### config.mk
export PLATFORM = sky130hd
export DESIGN_NAME = cache_controller
export DESIGN_NICKNAME = d
export VERILOG_FILES = /design/src/rtl/cache_pkg.sv /design/src/rtl/cache_controller.sv
export SDC_FILE = /design/constraint.sdc
export NUM_CORES = 1
export LEC_CHECK = 0
export ABC_CLOCK_PERIOD_IN_PS = 2029
export BUFFER_PORTS_ARGS = -buffer_cell sky130_fd_sc_hd__buf_2
export CAP_MARGIN = 0
export CORE_AREA = 2 2 130 132
export CTS_CLUSTER_DIAMETER = 120
export DETAILED_ROUTE_END_ITERATION = 10
export DIE_AREA = 0 0 132 134
export PLACE_DENSITY = 0.57
export SETUP_SLACK_MARGIN = 0.3
export SLEW_MARGIN = 30
export SYNTH_ARGS = -nofsm -noshare
export SYNTH_HDL_FRONTEND = slang
export SYNTH_SLANG_ARGS = --single-unit
### constraint.sdc
create_clock -name clk -period 2.03 [get_ports clk]
set_clock_uncertainty 0.2 [all_clocks]
set_input_delay 0.406 -clock clk [delete_from_list [all_inputs] [get_ports clk]]
set_output_delay 0.406 -clock clk [all_outputs]
set_load 0.1 [all_outputs]
### src/rtl/cache_pkg.sv
// Shared definitions for the blocking write-back cache controller.
// Holds the address field widths, the line geometry, the RV32I load/store
// width codes and the controller state encoding.
package cache_pkg;

  localparam int ADDR_BITS       = 32;
  localparam int TAG_BITS        = 23;
  localparam int SET_INDEX_WIDTH = 5;
  localparam int ELEMENT_WORDS   = 4;

  // RV32I funct3 width/sign codes carried on *_u_b_h_w
  typedef enum logic [2:0] {
    W_B  = 3'b000,
    W_H  = 3'b001,
    W_W  = 3'b010,
    W_BU = 3'b100,
    W_HU = 3'b101
  } width_t;

  typedef enum logic [1:0] {
    S_IDLE = 2'd0,
    S_BACK = 2'd1,
    S_FILL = 2'd2,
    S_WAIT = 2'd3
  } state_t;

endpackage

### src/rtl/cache_controller.sv
// Blocking miss handler between a CPU port, a tag/data cache array and a
// word-wide memory port.
//
// state  | meaning
// S_IDLE | pass CPU request to the cache; a hit completes this cycle
// S_BACK | write the dirty victim line to memory, one word per ack
// S_FILL | read the requested line from memory into the cache
// S_WAIT | one settle cycle before the request is retried as a hit
//
// Ports
//   clk, rst                         clock, synchronous active-high reset
//   req_*                            CPU request and load data, stall
//   cache_*                          cache array strobes, address, data, lookup result
//   mem_*                            memory request, address, data, per-word ack
module cache_controller #(
  parameter int ADDR_BITS     = cache_pkg::ADDR_BITS,
  parameter int TAG_BITS      = cache_pkg::TAG_BITS,
  parameter int ELEMENT_WORDS = cache_pkg::ELEMENT_WORDS
) (
  input  logic                 clk,
  input  logic                 rst,
  input  logic [ADDR_BITS-1:0] req_addr,
  input  logic                 req_load,
  input  logic                 req_store,
  input  logic [2:0]           req_u_b_h_w,
  input  logic [31:0]          req_din,
  output logic [31:0]          req_dout,
  output logic                 stall,
  output logic [ADDR_BITS-1:0] cache_addr,
  output logic                 cache_load,
  output logic                 cache_store,
  output logic                 cache_replace,
  output logic                 cache_invalid,
  output logic [2:0]           cache_u_b_h_w,
  output logic [31:0]          cache_din,
  input  logic [31:0]          cache_dout,
  input  logic                 cache_hit,
  input  logic                 cache_valid,
  input  logic                 cache_dirty,
  input  logic [TAG_BITS-1:0]  cache_tag,
  output logic                 mem_cs_o,
  output logic                 mem_we_o,
  output logic [ADDR_BITS-1:0] mem_addr_o,
  output logic [31:0]          mem_data_o,
  input  logic [31:0]          mem_data_i,
  input  logic                 mem_ack_i
);
  import cache_pkg::*;

  localparam int WORD_W = $clog2(ELEMENT_WORDS);
  localparam int IDX_W  = ADDR_BITS - TAG_BITS - WORD_W - 2;
  localparam logic [WORD_W-1:0] LAST_WORD = WORD_W'(ELEMENT_WORDS - 1);

  state_t                r_state;
  logic [WORD_W-1:0]     r_cnt;
  logic [ADDR_BITS-1:0]  r_addr;
  logic [TAG_BITS-1:0]   r_victim_tag;

  logic [TAG_BITS-1:0]   w_req_tag;
  logic [IDX_W-1:0]      w_index;
  logic [ADDR_BITS-1:0]  w_fill_addr;
  logic [ADDR_BITS-1:0]  w_back_addr;
  logic                  w_miss;

  assign w_req_tag   = r_addr[ADDR_BITS-1 -: TAG_BITS];
  assign w_index     = r_addr[WORD_W+2 +: IDX_W];
  assign w_fill_addr = {w_req_tag, w_index, r_cnt, 2'b00};
  assign w_back_addr = {r_victim_tag, w_index, r_cnt, 2'b00};
  assign w_miss      = (req_load | req_store) & ~cache_hit;

  // Outputs are decoded from the registered state so a hit can finish in the
  // same cycle; reset forces every strobe low even before the state settles.
  always_comb begin
    req_dout      = '0;
    stall         = 1'b0;
    cache_addr    = '0;
    cache_load    = 1'b0;
    cache_store   = 1'b0;
    cache_replace = 1'b0;
    cache_invalid = 1'b0;
    cache_u_b_h_w = W_W;
    cache_din     = '0;
    mem_cs_o      = 1'b0;
    mem_we_o      = 1'b0;
    mem_addr_o    = '0;
    mem_data_o    = '0;
    if (!rst) begin
      unique case (r_state)
        S_IDLE: begin
          cache_addr    = req_addr;
          // load and store together behave as a store
          cache_load    = req_load & ~req_store;
          cache_store   = req_store & cache_hit;
          cache_din     = req_din;
          cache_u_b_h_w = req_u_b_h_w;
          req_dout      = cache_dout;
          stall         = w_miss;
        end
        S_BACK: begin
          // cache_addr carries the requested tag so the array misses and
          // drives the victim way's word onto cache_dout
          cache_addr = w_fill_addr;
          mem_cs_o   = 1'b1;
          mem_we_o   = 1'b1;
          mem_addr_o = w_back_addr;
          mem_data_o = cache_dout;
          stall      = 1'b1;
        end
        S_FILL: begin
          cache_addr    = w_fill_addr;
          cache_replace = mem_ack_i;
          cache_din     = mem_data_i;
          mem_cs_o      = 1'b1;
          mem_addr_o    = w_fill_addr;
          stall         = 1'b1;
        end
        S_WAIT: stall = 1'b1;
        default: stall = 1'b1;
      endcase
    end
  end

  always_ff @(posedge clk) begin
    if (rst) begin
      r_state      <= S_IDLE;
      r_cnt        <= '0;
      r_addr       <= '0;
      r_victim_tag <= '0;
    end else begin
      unique case (r_state)
        S_IDLE: begin
          if (w_miss) begin
            r_addr       <= req_addr;
            r_victim_tag <= cache_tag;
            r_cnt        <= '0;
            r_state      <= (cache_valid & cache_dirty) ? S_BACK : S_FILL;
          end
        end
        S_BACK: begin
          if (mem_ack_i) begin
            r_cnt <= r_cnt + 1'b1;
            if (r_cnt == LAST_WORD) r_state <= S_FILL;
          end
        end
        S_FILL: begin
          if (mem_ack_i) begin
            r_cnt <= r_cnt + 1'b1;
            if (r_cnt == LAST_WORD) r_state <= S_WAIT;
          end
        end
        S_WAIT: r_state <= S_IDLE;
        default: r_state <= S_IDLE;
      endcase
    end
  end

endmodule
Word-level counts from Yosys, hierarchy flattened
Index checks and enable logic that the tools add are counted.

Bitwise gates (word level): 7. Reduce and logical (&&, ||, !) cells: 7. Add/sub/neg operators: 1. Multiplexer cells: 34. Eq/ne operators: 10.

Operators by type and width (number): two-way mux 32 bit (7); one-hot mux 32 bit (2 select lines) (3); two-way mux 2 bit (8); two-way mux 1 bit (11); != test 2 bit, second input constant (5); one-hot mux 2 bit (4 select lines) (1); == test 2 bit, second input constant (3); two-way mux 3 bit (2); AND reduction 5 bit (1); AND 1 bit (4); one-hot mux 2 bit (2 select lines) (1); AND reduction 3 bit (1); OR reduction 3 bit (1); adder 2 x 1 -> 2 bit, second input constant (1); == test 2 x 1 -> 1 bit, second input constant (1); logical NOT 2 bit (1); != test 2 x 1 -> 1 bit, second input constant (1); NOT 1 bit (2); one-hot mux 1 bit (2 select lines) (1); AND reduction 2 bit (1); nonzero test 2 bit (1); OR reduction 2 bit (1); bitwise OR 1 bit (1).

Input port bits: 162. Flip-flop bits (word level): 59. Output and inout port bits: 170.

Longest topological paths before layout
Word-level depth: 4. Gate-level depth with buffers: 8.

Worst setup path before layout
No wires, ideal clock.

Path kind: reg-to-output. From: reg r_state[0]. To: out cache_load. Slack: -2.658 ns. Data required time: 1.424 ns. Arrival: 4.082 ns. Stages on the path, launching flop included: 6. Cell sequence: dfxtp_1 > inv_1 > ha_1 > inv_2 > clkbuf_1 > nor4b_1.

Word-level cells in the longest chain between the ends: 3.

RTL lines: start, declared (line cache_controller.sv:54) `state_t r_state;`; start signal, assigned (line cache_controller.sv:136) `r_state <= (cache_valid & cache_dirty) ? S_BACK : S_FILL;`; logical NOT 2 bit (line cache_controller.sv:88) `unique case (r_state)`; two-way mux 1 bit (line cache_controller.sv:88); two-way mux 1 bit (line cache_controller.sv:87) `if (!rst) begin`; end, declared (line cache_controller.sv:30) `output logic cache_load,`.

Every way passes these cells.

Worst setup path in the final report
From: reg r_state[1]. To: out mem_addr_o[29].

Word-level cells in the longest chain between the ends: 3.

RTL lines: == test 2 bit or == test 2 x 1 -> 1 bit (tied branches) (line cache_controller.sv:88); one-hot mux 32 bit (2 select lines) (*) (line cache_controller.sv:88); two-way mux 32 bit (*) (line cache_controller.sv:87); end, declared (line cache_controller.sv:43) `output logic [ADDR_BITS-1:0] mem_addr_o,`.

Every way passes the cells marked *; elsewhere a longest branch is shown, timed or not.

==> impl_metrics.tcl <==
set metrics [dict create \
    outcome "finished, violations left" \
    violations "negative setup slack" \
    grt_pass1_wl_mm 35.4 \
    crit_fanout 5 \
    power.internal_mw 7.14 \
    max-cap-violations 0 \
    vias_per_cell 5.16 \
    die_x_um 132 \
    reg2reg_to "r_cnt[1]$_SDFFE_PP0P_" \
    max_freq_ghz 0.411 \
    hold_viol 0 \
    ys_seq_area_share_pct 28.1 \
    clk_root_buffer_cell "clkbuf_16" \
    syn_area_um2 3910 \
    yosysWarnings 0 \
    core_um2 16300 \
    p_leak_nw 4.51 \
    start_util_pct 24.0 \
    p_comb_share_pct 84.0 \
    drive_gt1_share_pct 77.4 \
    synth_top_cell_area_share_pct 28.1 \
    cts.sinks 55 \
    setup_viol 167 \
    grt_pass1_vias 6070 \
    drt_first_pass_iters 4 \
    grt_usage_pct 25.5 \
    cts.clk_slew.worst_paths_ns 0.07 \
    drtIter0Drc 368 \
    synth_top_area_cell "dfxtp_1" \
    vias 5785 \
    synth-edff-count 0 \
    ir_drop_mv 0.931 \
    worst_slack_ns -0.404 \
    post-synth-top-count-cell "nor2_1" \
    port_buffers 328 \
    synthFlopType "dfxtp_1" \
    reg2reg_depth 10 \
    num_rows 47 \
    netSwitchingPower_mw 7.91 \
    p_sw_share_pct 52.6 \
    drt_wl_total_mm 23.9 \
    cts_max_path_buffers 2 \
    r2r_start "r_state[0]$_SDFFE_PP0P_" \
    ys_types 36 \
    fin_crit_sh_pct 120 \
    holdPathEnd "r_victim_tag[14]$_SDFFE_PP0P_" \
    hold_start "cache_tag[14]" \
    r2r_slack_ns 0.03 \
    synth.area.top_cells "dfxtp_1, a22oi_1, a22o_1" \
    ant_nets 0 \
    rsz0062_at_grt "true" \
    power.clock.fraction_pct 6.7 \
    ys_seq_elements 55 \
    crit_required_ns 1.42 \
    wl_per_cell_um 21.3 \
    tritoncts "done" \
    fillers 1149 \
    synth-async-reset-ratio_pct 0 \
    crit_path_end_kind "primary output" \
    globalplace.congestion 0.798 \
    antenna_found_initial 2 \
    cts-buffers-inserted 5 \
    fin_crit_ns 2.43 \
    synthCells 538 \
    dieArea_um2 17700 \
    min_path_type "input pin to register" \
    start_kind "register" \
    setup_tns_ns -54.21 \
    ys_top_cells_by_count "nor2_1, dfxtp_1, a22oi_1, a21oi_1, nand3_1" \
    grt_max_degree 54 \
    io-pin-count 332 \
    ctsHoldBuffers 0 \
    crit_arrival_ns 1.83 \
    clk_latency_ns 0.29 \
    die_h_um 134 \
    grt_overflow_total 0 \
    syn_area_per_cell_um2 7.27 \
    place_hpwl_mm 16.4 \
    htree_num_levels 2 \
    slew_violations 0 \
    min_path_cells 3 \
    syn_to_final_growth_pct 187 \
    drc 0 \
    hold_slack_ns 0.160 \
    powerDensity_nw_per_um2 1340 \
    seq_power_share_pct 9.3 \
    crit_type "register to primary output" \
    fin_nets 1068 \
]
[metal layers]
metal / GRT usage (%) / vias up / share of wire (%)
met5: 0 / - / 0
met4: 7.00 / 0 / 2.7
met3: 4.91 / 38 / 5.7
met2: 48.1 / 265 / 54
met1: 29.3 / 2804 / 37
li1: - / 2678 / -
[repair_timing]
action,in CTS,in global routing
buffers inserted,26,6
cloned,14,5
pin swaps,38,25
gates resized for setup,75,86
endpoints found under the setup margin,179,216
[cell type report]
cell class | instances | area, um^2 | area share (%)
Antenna cell | 2 | 5.00 | 0.0446
Clock buffer | 6 | 129 | 1.15
Clock inverter | 2 | 38.8 | 0.345
Inverter | 5 | 30.0 | 0.267
Multi-Input combinational cell | 411 | 4010 | 35.7
Sequential cell | 55 | 1100 | 9.82
Tap cell | 220 | 275 | 2.45
Timing Repair Buffer | 421 | 5640 | 50.2
[critical path, stage by stage, from the launching register on]
cell      delay [ns]
dfxtp_2         0.34
buf_6           0.11
inv_6           0.04
ha_4            0.31
nand2b_4        0.11
buf_12          0.15
buf_12          0.14
nor2_4          0.14
buf_12          0.18
[worst max-delay path by stage]
| stage | start | end | slack [ns] | depth (start not counted) |
|---|---|---|---|---|
| after floorplan | r_state[1]$_SDFFE_PP0P_ | cache_load | -0.39 | 5 |
| after global placement | r_state[0]$_SDFFE_PP0P_ | cache_din[21] | -0.40 | 5 |
| after detailed placement | r_state[1]$_SDFFE_PP0P_ | mem_addr_o[17] | -0.24 | 7 |
| after CTS | r_state[1]$_SDFFE_PP0P_ | mem_addr_o[5] | -0.40 | 7 |
| after global routing | r_state[1]$_SDFFE_PP0P_ | mem_addr_o[4] | -0.46 | 7 |
| final | r_state[1]$_SDFFE_PP0P_ | mem_addr_o[29] | -0.40 | 8 |
[stage by stage]
step                      power (mW)  util, %  cell area [um^2]  worst slack (ns)  cells
after detailed placement        11.8     59.3              9660            -0.241   1061
after global placement          11.7     59.1              9630            -0.398   1060
after CTS                       14.4     66.1             10800            -0.404   1109
final                           15.0     69.0             11200            -0.404   1122
after floorplan                 8.62        -              5460            -0.390    540
after global routing            15.5     69.0             11200            -0.461   1122
[power groups by stage]
stage                     sequential, mW  clock (mW)  combinational (mW)
after floorplan                     1.35           0                7.27
after global placement              1.37           0                10.3
after detailed placement            1.38           0                10.4
after CTS                           1.36        1.02                12.1
after global routing                1.41        1.07                13.0
final                               1.39        1.01                12.6
[sequential cells by signal (all words and copies together) (netlist names)]
name / flops
r_addr: 28
r_cnt: 2
r_state: 2
r_victim_tag: 23
[placed cells by master (no fill, tap or decap), drive strengths merged, types with 2 or more instances in the layout]
cell type,instances
buf,416
nor2,59
dfxtp,55
a22oi,53
a21oi,52
o21ai,52
nand3,51
and2,39
and3,39
a22o,32
clkbuf,10
ha,7
inv,5
nand2,3
conb,3
nor2b,3
nand2b,3
mux2i,3
diode,2
[kinds of logic after synthesis]
group,count (synthesis),synth area share [%]
AO/OA/AOI/OAI,196,33.1
adder cells (fa/ha/maj),7,2.24
buffers and inverters,74,8.63
flip-flops,55,28.1
multiplexers,4,1.15
other,1,0.0958
AND/OR/NAND/NOR,201,26.6
Note: power is estimated with default switching activity, not from simulation.
